`src/rtl/sb_tx_serializer_param.sv`:
```
// sb_tx_serializer_param: packet FIFO feeding an LSB-first serializer
// that inserts a fixed idle gap after every packet.
module sb_tx_serializer_param #(
  parameter int PKT_W   = 64,
  parameter int SER_W   = 1,
  parameter int DEPTH   = 4,
  parameter int GAP_CYC = 32
) (
  input  logic                   i_clk,
  input  logic                   i_rst,
  input  logic                   i_pkt_valid,
  input  logic [PKT_W-1:0]       i_pkt_data,
  output logic                   o_pkt_ready,
  input  logic                   i_ser_en,
  input  logic                   i_flush,
  output logic [SER_W-1:0]       o_ser_data,
  output logic                   o_ser_valid,
  output logic                   o_pkt_done,
  output logic                   o_empty,
  output logic                   o_full,
  output logic [$clog2(DEPTH):0] o_level,
  output logic                   o_busy
);

  localparam int BEATS = PKT_W / SER_W;
  localparam int AW = $clog2(DEPTH);
  localparam int BW = (BEATS > 1) ? $clog2(BEATS) : 1;
  localparam int GW = (GAP_CYC > 0) ? $clog2(GAP_CYC + 1) : 1;
  localparam logic [BW-1:0] BEAT_LAST = BW'(BEATS - 1);
  localparam logic [GW-1:0] GAP_LAST =
    GW'((GAP_CYC > 0) ? GAP_CYC - 1 : 0);

  typedef enum logic [1:0] {
    IDLE,
    SHIFT,
    GAP
  } state_t;

  logic [PKT_W-1:0] mem [DEPTH];
  logic [AW:0]      wr_ptr;
  logic [AW:0]      rd_ptr;
  logic             wr_en;
  logic             pop;
  state_t           state;
  logic [PKT_W-1:0] shift_reg;
  logic [BW-1:0]    beat_cnt;
  logic [GW-1:0]    gap_cnt;

  // Extra pointer bit tells full from empty when addresses match.
  assign o_empty = wr_ptr == rd_ptr;
  assign o_full  = (wr_ptr[AW-1:0] == rd_ptr[AW-1:0]) &&
                   (wr_ptr[AW] != rd_ptr[AW]);
  assign o_level = wr_ptr - rd_ptr;

  assign o_pkt_ready = !o_full && !i_flush && !i_rst;
  assign wr_en       = i_pkt_valid && o_pkt_ready;
  assign pop         = (state == IDLE) && !o_empty && !i_flush;

  assign o_ser_valid = state == SHIFT;
  assign o_ser_data  = o_ser_valid ? shift_reg[SER_W-1:0] : '0;
  assign o_busy      = (state != IDLE) || !o_empty;

  always_ff @(posedge i_clk) begin
    if (i_rst || i_flush) begin
      wr_ptr <= '0;
      rd_ptr <= '0;
    end else begin
      if (wr_en) wr_ptr <= wr_ptr + 1'b1;
      if (pop)   rd_ptr <= rd_ptr + 1'b1;
    end
  end

  always_ff @(posedge i_clk) begin
    if (wr_en) mem[wr_ptr[AW-1:0]] <= i_pkt_data;
  end

  always_ff @(posedge i_clk) begin
    if (i_rst || i_flush) begin
      state      <= IDLE;
      shift_reg  <= '0;
      beat_cnt   <= '0;
      gap_cnt    <= '0;
      o_pkt_done <= 1'b0;
    end else begin
      o_pkt_done <= 1'b0;
      unique case (state)
        IDLE: begin
          if (pop) begin
            shift_reg <= mem[rd_ptr[AW-1:0]];
            beat_cnt  <= '0;
            state     <= SHIFT;
          end
        end
        SHIFT: begin
          if (i_ser_en) begin
            shift_reg <= shift_reg >> SER_W;
            if (beat_cnt == BEAT_LAST) begin
              beat_cnt   <= '0;
              gap_cnt    <= '0;
              o_pkt_done <= 1'b1;
              if (GAP_CYC > 0) state <= GAP;
              else             state <= IDLE;
            end else begin
              beat_cnt <= beat_cnt + 1'b1;
            end
          end
        end
        GAP: begin
          if (i_ser_en) begin
            if (gap_cnt == GAP_LAST) begin
              gap_cnt <= '0;
              state   <= IDLE;
            end else begin
              gap_cnt <= gap_cnt + 1'b1;
            end
          end
        end
        default: state <= IDLE;
      endcase
    end
  end

endmodule

```
`config.mk`:
```
export PLATFORM = sky130hd
export DESIGN_NAME = sb_tx_serializer_param
export DESIGN_NICKNAME = d
export VERILOG_FILES = /design/src/rtl/sb_tx_serializer_param.sv
export SDC_FILE = /design/constraint.sdc
export NUM_CORES = 1
export LEC_CHECK = 0
export BUFFER_PORTS_ARGS = -buffer_cell sky130_fd_sc_hd__buf_2
export CAP_MARGIN = 0
export CORE_MARGIN = 10
export CORE_UTILIZATION = 60
export DETAILED_ROUTE_END_ITERATION = 10
export GPL_TIMING_DRIVEN = 1
export PLACE_DENSITY_LB_ADDON = 0.15
export SYNTH_ARGS = -nofsm -noshare
export SYNTH_HDL_FRONTEND = slang
export SYNTH_SLANG_ARGS = --single-unit
```
`constraint.sdc`:
```
create_clock -name i_clk -period 4.85 [get_ports i_clk]
set_input_delay 0.2425 -clock i_clk [delete_from_list [all_inputs] [get_ports i_clk]]
set_output_delay 0.2425 -clock i_clk [all_outputs]
set_load 0.1 [all_outputs]
```
* After elaboration in Yosys (flattened, before gate mapping) *
Memories as Yosys holds them, arrays and structs flattened. A register that Yosys moved wholly into a read port is not among the register bits.
Index checks and enable logic that the tools add are counted.

operators by class
  mux-type cells = 24
  bitwise operators = 2
  reduce and logical (&&, ||, !) cells = 20
  equality and inequality tests = 12
  add/sub/neg operators = 5

operators with widths
  kind                 count
  $mux 64              2
  $pmux 64 s2          1
  $mux 6               7
  $pmux 6 s2           2
  $mux 2               7
  $add 6x1->6 const B  2
  $ne 2x2->1 const B   4
  $add 3x1->3 const B  2
  $eq 6x5->1 const B   1
  $eq 6x6->1 const B   1
  $logic_and 1x1->1    6
  $pmux 2 s3           1
  $reduce_bool 2->1    3
  $reduce_and 5->1     1
  $logic_not 1->1      4
  $mux 1               4
  $reduce_and 4->1     1
  $eq 3x3->1           1
  $reduce_and 3->1     1
  $reduce_or 3->1      1
  $sub 3x3->3          1
  $eq 2x1->1 const B   1
  $eq 2x2->1           1
  $eq 2x2->1 const B   1
  other kinds (5)      7

storage, ports and cells
  input port bits = 69
  memories kept = 1
  RAM bits = 256
  output and inout port bits = 10
  register bits after elaboration = 85

memory list
  memory  depth  width  rd ports  clocked after Yosys merged registers in  write ports  RTL line  source
  mem     4      64     1         1                                        1            39        logic [PKT_W-1:0] mem [DEPTH];

* Logic depth before layout (Yosys ltp) *
  depth after elaboration = 8
  mapped depth = 8

* Worst setup path after synthesis *
No wires, ideal clock.

  path kind = reg-to-reg
  from = reg wr_ptr[0]
  to = mem mem[0][0] (enable)
  cell stages (with the launch flop) = 7
  arrival = 3.436 ns
  slack = 0.867 ns
  cells stage by stage = dfxtp_1 > inv_1 > ha_1 > nand2_1 > nor2_1 > nor3b_1 > and2_1

between the ends
  word-level cells in the longest chain between the ends = 8

ends and longest elaborated chain
  item                             RTL line  source
  start, declared                  40        logic [AW:0] wr_ptr;
  start signal, assigned           68        if (wr_en) wr_ptr <= wr_ptr + 1'b1;
  $eq 2x2->1                       51        assign o_full = (wr_ptr[AW-1:0] == rd_ptr[AW-1:0]) &&
  $logic_and 1x1->1                51
  net o_full                       20        output logic o_full,
  $logic_not 1->1                  55        assign o_pkt_ready = !o_full && !i_flush && !i_rst;
  $logic_and 1x1->1 (2 in series)  55
  $logic_and 1x1->1                56        assign wr_en = i_pkt_valid && o_pkt_ready;
  $mux 1                           74        if (wr_en) mem[wr_ptr[AW-1:0]] <= i_pkt_data;
  $mux 1 (implied by the code)     74
  end, declared                    39

The timed path passes the listed nets, and every way through them passes these cells.

* Worst setup path after layout *
  from = reg state[1]
  to = reg shift_reg[27]

between the ends
  word-level cells in the longest chain between the ends = 5
  elaborated cells on any way between the ends = 9
  classes of those cells = eq/ne (3); mux (1); reduce/logical (5)

ends and longest elaborated chain
  item                               RTL line  source
  start, declared                    44        state_t state;
  start signal, assigned             79        state <= IDLE;
  start signal, assigned             91        state <= SHIFT;
  start signal, assigned             101       if (GAP_CYC > 0) state <= GAP;
  $logic_not 2->1                    57, 86
  $logic_and 1x1->1 (2 in series)    57        assign pop = (state == IDLE) && !o_empty && !i_flush;
  $ne 2x2->1 (no source line)        n/a
  $reduce_and 3->1 (no source line)  n/a
  end signal, assigned               89        shift_reg <= mem[rd_ptr[AW-1:0]];
  end signal, assigned               96        shift_reg <= shift_reg >> SER_W;
  end, declared                      45        logic [PKT_W-1:0] shift_reg;

Parallel ways exist; a longest one is shown, timed or not.
A chain may end at the register's enable or synchronous reset.

==> flow_summary.ini <==
[sta]
fmax_ghz = 0.326
worst_slack_ns = 1.78
finalSetupViolations = 0
min_period_ns = 3.07
worstMarginPinSlew_ns = 1.16
fin_worst_skew_ns = 0.0136
min_period_over_period_pct = 63.2
finalMaxSlewViolations = 0
whs_ns = 0.0695
rsz0062_at_grt = no
tns_ns = 0
hold_viol = 0
max_slew_margin_pct = 22.8

[synthesis]
synth_top_cells_by_count = 256 x edfxtp_1, 129 x mux2i_1, 87 x dfxtp_1
seq_area_frac_synth_pct = 71.2
async_flop_share_pct = 0
yosys.area_share.simple_pct = 6.57
yosys.area.top_type = edfxtp_1
yosysWarnings = 0
synthAdderAreaFrac_pct = 1.00
synth_top_flop_cell = edfxtp_1
synth_compound_gate_area_share_pct = 8.51
synth_area_leaders = edfxtp_1 58%, dfxtp_1 13%, mux2i_1 9.7%
synth_top_area_share_pct = 58.0
synth-xor-area-share_pct = 0.585
synthMuxAreaShare_pct = 9.91
synth_cells = 903
ys_types = 45
syn_area_um2 = 13300
synth_fp_nets = 982
synth_edf_count = 256
synth_top_family_by_area = multiplexers
synth_most_common_cell = edfxtp_1
synth.avg_cell_area_um2 = 14.7
ys_ff_latch = 343

[worst_setup_path]
crit_fanout = 69
cp-start-kind = register
critPathRequiredTime_ns = 5.25
worstPathArrival_ns = 3.46
r2r.worst_path.cells = 6
cp-end-kind = register
worst-setup-path-type = register to register

[power_and_ir_drop]
p_leak_nw = 5.38
power.density_nw_per_um2 = 397
ir_worst_vdd_mv = 0.308

[clock_network]
cts_tree = built
cts.htree.levels = 2
cts.reportedPaths.clkPinSlew_ns = 0.06
numCtsBuffers = 35
clockBufferDepth = 3
clkLatencyLatePin_ns = 0.51
cts.sinks = 343
root_buffer = clkbuf_16

[global_routing]
antenna_found_initial = 1
grt_pass1_wl_mm = 41.9
grtUsageTotal_pct = 18.0
grt_pass1_vias = 8023
globalRoute.totalOverflow = 0
grt_max_degree = 70

[finish]
synthToLayoutAreaGrowth_pct = 17.6
fillers = 1436
finalNetCount = 1114
postLayoutCellArea_um2 = 15600
drive_gt1_share_pct = 13.8
utilization_pct = 71.6
largest_reg_flops = 256

[floorplan]
die_h_um = 169
io_pins = 79
rows = 54
start_util_pct = 60.9
design.core.area_um2 = 21800
die-area_um2 = 28400
fp.dieW_um = 169

[detailed_routing]
viasPerCell = 5.79
maxUsedRoutingLayer = met4
wl_met1_mm = 11.1
totalWireLength_mm = 25.7
wl_met2_mm = 12.6
detail-route-antenna-nets = 0
wl_per_cell_um = 19.1
vias = 7772
dr.pass1.iters = 5
wl_met3_mm = 1.43
drt_iter0_markers = 502
drc = 0

[worst_hold_path]
whs_path_depth = 3
min_path_type = input pin to register

[place]
post_dp_cell_area_um2 = 13800
gp_congestion = 0.855
dp_hpwl_mm = 13.7
pre_cts_slack_ns = 1.80
port_buffers = 78

[flow_run]
drv_cap = 0

[status]
status = finished, final reports clean
[final timing paths]
check	start	endpoint	slack, ns
setup / recovery	state[1]$_SDFFE_PP0P_	shift_reg[27]$_SDFFE_PP0P_	1.78
hold / removal	i_pkt_valid	wr_ptr[1]$_SDFFE_PP0P_	0.07
setup reg to reg	state[1]$_SDFFE_PP0P_	shift_reg[27]$_SDFFE_PP0P_	1.78
hold reg to reg	shift_reg[40]$_SDFFE_PP0P_	shift_reg[40]$_SDFFE_PP0P_	0.47
[logic make-up (layout without fill, tap and decap cells)]
logic type	after synthesis	count (layout)
and+or+nand+nor	199	199
DFF	343	343
xor gates and xnor gates	8	8
AOI/OAI and AO/OA	152	152
adders and majority gates	10	10
muxes	130	130
other	0	1
buffers and inverters	61	219
[worst max-delay path, stage by stage (launching register included)]
cell,delay [ns]
dfxtp_1,0.51
nand2b_2,0.19
buf_4,0.56
and2_2,0.76
buf_4,0.47
a21oi_1,0.13
a32o_1,0.26
[power breakdown]
part	switching, mW	internal [mW]	total, mW	leakage (nW)
sequential	0.0239	3.20	3.23	3.02
clock	1.04	1.57	2.61	0.547
combinational	0.224	0.124	0.348	1.82
total	1.29	4.90	6.19	5.38
[per-stage QoR]
step	power (mW)	instances
floorplan	3.49	903
global placement	3.59	1214
detailed placement	3.60	1214
CTS	6.24	1341
global route	6.38	1342
finish	6.19	1342
[cells in the final DEF (no fill, tap or decap), drive strengths merged, types with 3 or more instances in the layout]
cell type / count
edfxtp: 256
mux2i: 129
dfxtp: 87
buf: 85
nor2: 78
nand2: 75
a21oi: 72
a32o: 64
dlygate4sd3: 64
clkbuf: 52
nor3: 9
ha: 9
inv: 8
clkinv: 7
nand3: 6
nand4: 5
xor2: 5
and2: 5
nand3b: 4
o21ai: 4
xnor2: 3
nor2b: 3
bufinv: 3
nor4: 3
nand2b: 3
[metal layers]
metal	track usage, %	vias to the layer above
met5	0	-
met4	5.72	0
met3	3.33	41
met2	30.1	203
met1	23.3	3823
li1	-	3705
[area by class of cell]
class | count | area [µm²] | share of cell area (%)
well taps | 280 | 350 | 2.25
diodes | 1 | 2.50 | 0.0161
repair buffers | 149 | 1100 | 7.03
inverters | 7 | 26.3 | 0.169
clock buffers | 52 | 981 | 6.29
clock inverters | 11 | 146 | 0.939
flip-flops and latches | 343 | 9430 | 60.5
multi-input cells | 499 | 3550 | 22.8
[timing repair]
action,4_1_cts,5_1_grt
hold buffers,64,0
setup buffers,0,0
resized for setup,0,0
endpoints found under the hold margin,256,0
(Power assumes the default switching activity.)
